===== config.mk =====
export PLATFORM = sky130hd
export DESIGN_NAME = fraction_division
export DESIGN_NICKNAME = d
export VERILOG_FILES = /design/src/rtl/frac_pkg.sv /design/src/rtl/frac_abs.sv /design/src/rtl/fraction_division.sv
export SDC_FILE = /design/constraint.sdc
export NUM_CORES = 1
export LEC_CHECK = 0
export ABC_AREA = 1
export CAP_MARGIN = 20
export CORE_MARGIN = 2
export CORE_UTILIZATION = 42
export CTS_CLUSTER_DIAMETER = 200
export DETAILED_ROUTE_END_ITERATION = 6
export HOLD_SLACK_MARGIN = 0.1
export PLACE_DENSITY = 0.65
export SLEW_MARGIN = 20
export SYNTH_ARGS = -nofsm -noshare
export SYNTH_HDL_FRONTEND = slang
export SYNTH_HIERARCHICAL = 1
export SYNTH_SLANG_ARGS = --single-unit

===== constraint.sdc =====
create_clock -name CLK -period 2.4 [get_ports CLK]
set_input_delay 0.6 -clock CLK [delete_from_list [all_inputs] [get_ports CLK]]
set_output_delay 0.6 -clock CLK [all_outputs]
set_load 0.05 [all_outputs]

===== src/rtl/frac_pkg.sv =====
// Shared definitions for the signed-fraction multiplier/divider family:
// default fraction width and the divider's FSM state encoding.
package frac_pkg;

    // Default divisor/quotient width (sign plus FRAC_N-1 fraction bits).
    localparam int FRAC_N = 4;

    // Divider controller states.
    typedef enum logic [2:0] {
        S_IDLE = 3'd0,
        S_CHK  = 3'd1,
        S_DIV  = 3'd2,
        S_FIX  = 3'd3,
        S_DONE = 3'd4
    } state_t;

    // True when two operand sign bits disagree, i.e. the quotient is negative.
    function automatic logic signs_differ(input logic a_neg, input logic b_neg);
        return a_neg ^ b_neg;
    endfunction

endpackage


===== src/rtl/frac_abs.sv =====
// Two's-complement magnitude. The W-bit unsigned result has one more
// bit of magnitude range than the signed input, so the most negative
// input (-1.0) maps to 2^(W-1) without wrapping.
module frac_abs #(
    parameter int W = 4
) (
    input  logic [W-1:0] i_val,
    output logic [W-1:0] o_mag,
    output logic         o_neg
);

    assign o_neg = i_val[W-1];
    assign o_mag = o_neg ? (-i_val) : i_val;

endmodule


===== src/rtl/fraction_division.sv =====
// Sequential signed-fraction divider: (2N-1)-bit dividend / N-bit divisor,
// sign-magnitude restoring division, one quotient bit per clock.
// Optional build macro FRACDIV_SAT_EN: saturate the quotient on overflow
// instead of forcing it to zero.
module fraction_division
    import frac_pkg::*;
#(
    parameter int N = FRAC_N
) (
    input  logic             CLK,
    input  logic             RST,
    input  logic             St,
    input  logic [2*N-2:0]   Dividend,
    input  logic [N-1:0]     Divisor,
    output logic [N-1:0]     Quotient,
    output logic [2*N-2:0]   Remainder,
    output logic             V,
    output logic             Done
);

    localparam int DW = 2*N - 1;
    localparam int CW = $clog2(DW);
    localparam logic [CW-1:0] CNT_ONE  = CW'(1);
    localparam logic [CW-1:0] CNT_INIT = CW'(N-1);
    localparam logic [N-1:0]  Q_MAX    = {1'b0, {(N-1){1'b1}}};
    localparam logic [N-1:0]  Q_MIN    = {1'b1, {(N-1){1'b0}}};

    // Registered state, operands and working values
    state_t          r_state;
    logic [DW-1:0]   r_dvd;
    logic [N-1:0]    r_dvs;
    logic            r_ovf;
    logic [N-2:0]    r_p;
    logic [N-2:0]    r_q;
    logic [CW-1:0]   r_cnt;

    // Registered outputs
    logic [N-1:0]    r_quot;
    logic [DW-1:0]   r_rem;
    logic            r_v;
    logic            r_done;

    // Combinational helpers
    logic [DW-1:0]   w_d;
    logic            w_dneg;
    logic [N-1:0]    w_m;
    logic            w_mneg;
    logic            w_ovf;
    logic [CW-1:0]   w_idx;
    logic [N-1:0]    w_shift;
    logic            w_ge;
    logic [N-2:0]    w_diff;
    logic [N-2:0]    w_next_p;
    logic [N-1:0]    w_qmag;
    logic [N-1:0]    w_quot_fix;
    logic [DW-1:0]   w_pext;
    logic [DW-1:0]   w_rem_fix;
    logic [N-1:0]    w_quot_ovf;

    frac_abs #(.W(DW)) u_abs_dvd (
        .i_val (r_dvd),
        .o_mag (w_d),
        .o_neg (w_dneg)
    );

    frac_abs #(.W(N)) u_abs_dvs (
        .i_val (r_dvs),
        .o_mag (w_m),
        .o_neg (w_mneg)
    );

    // Quotient must stay below 1.0: the top N bits of D must be smaller than M.
    assign w_ovf = (w_m == {N{1'b0}}) ||
                   ((w_d >> (N-1)) >= {{(DW-N){1'b0}}, w_m});

    // One restoring step: bring down the next dividend bit and trial-subtract.
    assign w_idx    = r_cnt - CNT_ONE;
    assign w_shift  = {r_p, w_d[w_idx]};
    assign w_ge     = (w_shift >= w_m);
    assign w_diff   = (N-1)'(w_shift - w_m);
    assign w_next_p = w_ge ? w_diff : w_shift[N-2:0];

    // Reapply signs: quotient by sign mismatch, remainder follows the dividend.
    assign w_qmag     = {1'b0, r_q};
    assign w_quot_fix = signs_differ(w_dneg, w_mneg) ? (-w_qmag) : w_qmag;
    assign w_pext     = {{(DW-N+1){1'b0}}, r_p};
    assign w_rem_fix  = w_dneg ? (-w_pext) : w_pext;

`ifdef FRACDIV_SAT_EN
    // A zero divisor has a clear sign bit, so divide-by-zero saturates by
    // the dividend sign alone (zero dividend counts as positive).
    assign w_quot_ovf = signs_differ(w_dneg, w_mneg) ? Q_MIN : Q_MAX;
`else
    assign w_quot_ovf = {N{1'b0}};
`endif

    assign Quotient  = r_quot;
    assign Remainder = r_rem;
    assign V         = r_v;
    assign Done      = r_done;

    // Controller FSM with operand capture, division datapath and registered outputs.
    always_ff @(posedge CLK or posedge RST) begin
        if (RST) begin
            r_state <= S_IDLE;
            r_dvd   <= {DW{1'b0}};
            r_dvs   <= {N{1'b0}};
            r_ovf   <= 1'b0;
            r_p     <= {(N-1){1'b0}};
            r_q     <= {(N-1){1'b0}};
            r_cnt   <= {CW{1'b0}};
            r_quot  <= {N{1'b0}};
            r_rem   <= {DW{1'b0}};
            r_v     <= 1'b0;
            r_done  <= 1'b0;
        end else begin
            case (r_state)
                S_IDLE: begin
                    r_done <= 1'b0;
                    if (St) begin
                        r_dvd   <= Dividend;
                        r_dvs   <= Divisor;
                        r_state <= S_CHK;
                    end else begin
                        r_state <= S_IDLE;
                    end
                end
                S_CHK: begin
                    if (w_ovf) begin
                        // Overflow results are published here; the pass through
                        // S_FIX only times the Done pulse one edge later.
                        r_v     <= 1'b1;
                        r_quot  <= w_quot_ovf;
                        r_rem   <= r_dvd;
                        r_ovf   <= 1'b1;
                        r_state <= S_FIX;
                    end else begin
                        r_p     <= w_d[DW-2:N-1];
                        r_q     <= {(N-1){1'b0}};
                        r_cnt   <= CNT_INIT;
                        r_ovf   <= 1'b0;
                        r_state <= S_DIV;
                    end
                end
                S_DIV: begin
                    r_p   <= w_next_p;
                    r_q   <= {r_q[N-3:0], w_ge};
                    r_cnt <= r_cnt - CNT_ONE;
                    if (r_cnt == CNT_ONE) begin
                        r_state <= S_FIX;
                    end else begin
                        r_state <= S_DIV;
                    end
                end
                S_FIX: begin
                    if (!r_ovf) begin
                        r_quot <= w_quot_fix;
                        r_rem  <= w_rem_fix;
                        r_v    <= 1'b0;
                    end else begin
                        r_v    <= 1'b1;
                    end
                    r_done  <= 1'b1;
                    r_state <= S_DONE;
                end
                S_DONE: begin
                    r_done  <= 1'b0;
                    r_state <= S_IDLE;
                end
                default: begin
                    r_done  <= 1'b0;
                    r_state <= S_IDLE;
                end
            endcase
        end
    end

endmodule

==> metrics.md <==
| Metric | Value |
|---|---|
| Highest net fanout along the worst path | 5 |
| Drc violations | 0 |
| Setup ws final | -138 ps |
| Capture instance of the worst register-to-register path | r_p[2]$_DFFE_PP0P_ |
| Overall track demand over capacity in global routing | 17.0% |
| Startpoint of the tightest hold check path | Done$_DFFE_PP0N_ |
| Total congestion overflow after global routing | 0 |
| Headroom to the max-slew limit | 65.1% |
| CTS root buf | sky130_fd_sc_hd__clkbuf_8 |
| Commonest cells after routing, fill and taps aside | sky130_fd_sc_hd__nand2_1, sky130_fd_sc_hd__dfrtp_1, sky130_fd_sc_hd__inv_1 |
| Total via count after detailed routing | 1,921 |
| Number of flops mapped to enable cells by yosys | 0 |
| Top-level port count | 27 |
| Post-DP HPWL | 3590 µm |
| Final non-filler cell area | 3020 µm² |
| Post-layout net count | 357 |
| Number of synthesized register bits | 37 |
| Critical path's largest stage delay | 440 ps |
| Part of the Yosys area used for sequential elements | 39.5% |
| Clock tree from TritonCTS | done |
| Largest family of logic cells by synthesized area | simple AND/OR/NAND/NOR gates |
| Reg-to-reg slack, setup | -140 ps |
| X dimension of the die | 78.7 µm |
| Status | finished, violations left |
| Via-per-instance ratio | 4.80 |
| Critical path class | reg2reg |
| Initial Util | 43.1% |
| Endpoint, Worst Hold | Done$_DFFE_PP0N_ |
| Die area | 6190 µm² |
| Required @ worst endpoint | 2590 ps |
| Share of cell area taken by muxes after synthesis | 2.88% |
| Netlist cell types | 40 |
| Number of cells traversed by the worst hold path | 2 |
| Synthesized Nets | 306 |
| Minimum clock period after layout | 2540 ps |
| Highest clock rate | 0.394 GHz |
| Primary FF master, synth | sky130_fd_sc_hd__dfrtp_1 |
| Clock network latency to the later pin of the worst-skew pair | 290 ps |
| YS warnings | 6 |
| Hold Fails Final Rpt | 0 |
| Detailed-route wire length per cell | 12.3 µm |
| Violated checks | negative setup slack |
| Standard cell core area | 5440 µm² |
| Clock transition at the registers of the reported paths | 80 ps |
| RSZ-0062 raised after global routing | true |
| Detailed router's first-iteration violation count | 51 |
| Data arrival time of the worst path | 2730 ps |
| Post-Place Cell Area | 2770 µm² |
| Layout cells sized above 1 | 26.2% |
| RePlAce Congestion | 0.849 |
| First-pass iteration count of the detailed router | 4 |
| CP max-delay cell | sky130_fd_sc_hd__dfrtp_1 |
| Synth async-reset ratio | 100% |
| Final Routed Wirelength | 4920 µm |
| Largest net degree at the start of global routing | 38 |
| Max-cap check violation count | 0 |
| Leading post-synthesis cells by cell area | sky130_fd_sc_hd__dfrtp_1, sky130_fd_sc_hd__nand2_1, sky130_fd_sc_hd__ha_1 |
| Type of origin of the critical path | register |
| Max Clock Skew | 11.1 ps |
| Layout-stage area growth over the synthesis result | 28.7% |
| Max clock buf depth | 2 |
| Worst R2R Start | r_dvd[0]$_DFFE_PP0P_ |
| R2r worst-path depth | 15 |
| Final-report setup violation count | 4 |
| Share of Yosys cell area claimed by the top area cell type | 39.5% |
| Mapped Area | 2340 µm² |
| Syn Area/Cell | 8.49 µm² |
| Share of synthesized cell area in and, or, nand and nor gates | 25.7% |
| Leading cell type in the layout, fill and taps excluded | sky130_fd_sc_hd__nand2_1 |
| Worst setup EP type | register |
| Synth Area in XOR/XNOR | 1.50% |
| Antenna diode count | 0 |
| Cell type with the largest total area after synthesis | sky130_fd_sc_hd__dfrtp_1 |
| Synthesized instance count | 276 |
| Antenna violations before repair | 0 |
| Critical Path, Cell by Cell | inv_2 -> ha_4 -> nand2_1 -> o21ai_1 -> o21ai_0 -> o211ai_1 -> nand2_1 -> ha_2 -> fa_2 -> nand3b_1 -> nand3_2 -> buf_4 -> nor3_1 -> o21ai_1 -> nand2_1 |
| Post-synthesis share of cell area spent on full adders, half adders and majority gates | 8.87% |
| Rows | 27 |
| Global-route wire length before repair | 8200 µm |
| Die span in y | 78.7 µm |
| Type of the tightest min-delay check | reg2reg |
| Post-synthesis compound-gate area fraction | 10.8% |
| CTS H-Tree Depth | 2 |
| Final clock period utilization by the worst path | 106% |
| Number of global-route vias before repair | 1,899 |
| Slew at the pin closest to its max-slew limit | 520 ps |
| ANT nets after route | 0 |
| Number of clock sinks | 37 |
| Number of buffers created by CTS | 5 |
| Hold-fix buffer count after cts | 0 |
| Cell with the most instances on the worst path | sky130_fd_sc_hd__nand2_1 |
| Final Max Slew Viols | 0 |
| Count of port buffers added during placement | 26 |
-- critical path, delay by kind of cell (launching register included) --
family | cells | cell delay [ps]
compound gates | 4 | 520
buf+inv | 2 | 190
flops | 1 | 440
simple gates | 6 | 510
fa+ha+maj | 3 | 770
-- how the worst max path moves through the flow --
stage	from	endpoint	depth (start not counted)
after floorplan	r_dvd[0]$_DFFE_PP0P_	r_p[1]$_DFFE_PP0P_	17
after global placement	r_dvd[0]$_DFFE_PP0P_	r_p[1]$_DFFE_PP0P_	17
after detailed placement	r_dvd[0]$_DFFE_PP0P_	r_p[1]$_DFFE_PP0P_	17
after CTS	r_dvd[0]$_DFFE_PP0P_	r_p[1]$_DFFE_PP0P_	18
after global routing	r_dvd[0]$_DFFE_PP0P_	r_p[1]$_DFFE_PP0P_	18
final	r_dvd[0]$_DFFE_PP0P_	r_p[2]$_DFFE_PP0P_	15
-- kinds of logic (layout without fill, tap and decap cells) --
logic type      Yosys count  after routing
buf+inv                  51            102
fa+ha+maj                16             16
simple gates            119            120
xor+xnor                  4              4
compound gates           43             43
mux                       6              6
flops                    37             37
-- cells in the mapped netlist (2+ instances only) --
cell type	count
sky130_fd_sc_hd__a21oi_2	3
sky130_fd_sc_hd__o21ai_0	15
sky130_fd_sc_hd__nand2_4	3
sky130_fd_sc_hd__dfrtp_1	37
sky130_fd_sc_hd__mux2_2	6
sky130_fd_sc_hd__inv_2	3
sky130_fd_sc_hd__ha_1	15
sky130_fd_sc_hd__nand3_1	19
sky130_fd_sc_hd__nand4_1	2
sky130_fd_sc_hd__o211ai_1	3
sky130_fd_sc_hd__nor2_1	17
sky130_fd_sc_hd__o21a_1	2
sky130_fd_sc_hd__o21ai_1	3
sky130_fd_sc_hd__a21oi_1	13
sky130_fd_sc_hd__xor2_1	3
sky130_fd_sc_hd__buf_4	5
sky130_fd_sc_hd__nand3b_1	5
sky130_fd_sc_hd__nand2_1	56
sky130_fd_sc_hd__nand2_2	3
sky130_fd_sc_hd__buf_6	2
sky130_fd_sc_hd__nor3_1	2
sky130_fd_sc_hd__nor2_2	6
sky130_fd_sc_hd__inv_1	36
-- stage by stage --
step                utilization [%]  cells  setup TNS, ps  setup slack (ps)  hold WS, ps
floorplan                         -    276              0              3.78          477
finish                         55.4    400           -353              -138          477
global route                   55.4    400          -1090              -312          521
global placement               51.0    386           -133             -63.3          459
detailed placement             51.0    386           -433              -166          458
CTS                            53.5    398           -293             -91.1          479
-- what timing repair did --
action / CTS / global route
resized for setup: 7 / 17
buffers inserted: 4 / 2
setup endpoints to repair: 3 / 20
pin swaps: 7 / 17
gates cloned: 0 / 1
hold endpoints to repair: 0 / 0
-- final cells by class --
type | count | area, µm²
multi-input cells | 189 | 1280
inverters | 42 | 169
repair buffers | 52 | 463
clock buffers | 5 | 68.8
well taps | 72 | 90.1
flip-flops and latches | 37 | 926
fillers | 496 | 2420
clock inverters | 3 | 21.3
-- flip-flops by register name, indices dropped and copies added (netlist names) --
name	flops
Done	1
Quotient	4
Remainder	7
V	1
r_cnt	3
r_dvd	7
r_dvs	4
r_ovf	1
r_p	3
r_q	3
r_state	3
-- layer usage --
layer	vias to the layer above	global-route usage, %	share of wire (%)
met4	0	5.26	1.0
met1	899	20.1	44
li1	991	-	-
met3	4	3.79	2.6
met2	27	30.3	52
met5	-	0	0
Power is not shown: default switching activity piles up to over one toggle a cycle in this logic, so the estimate is an artifact.
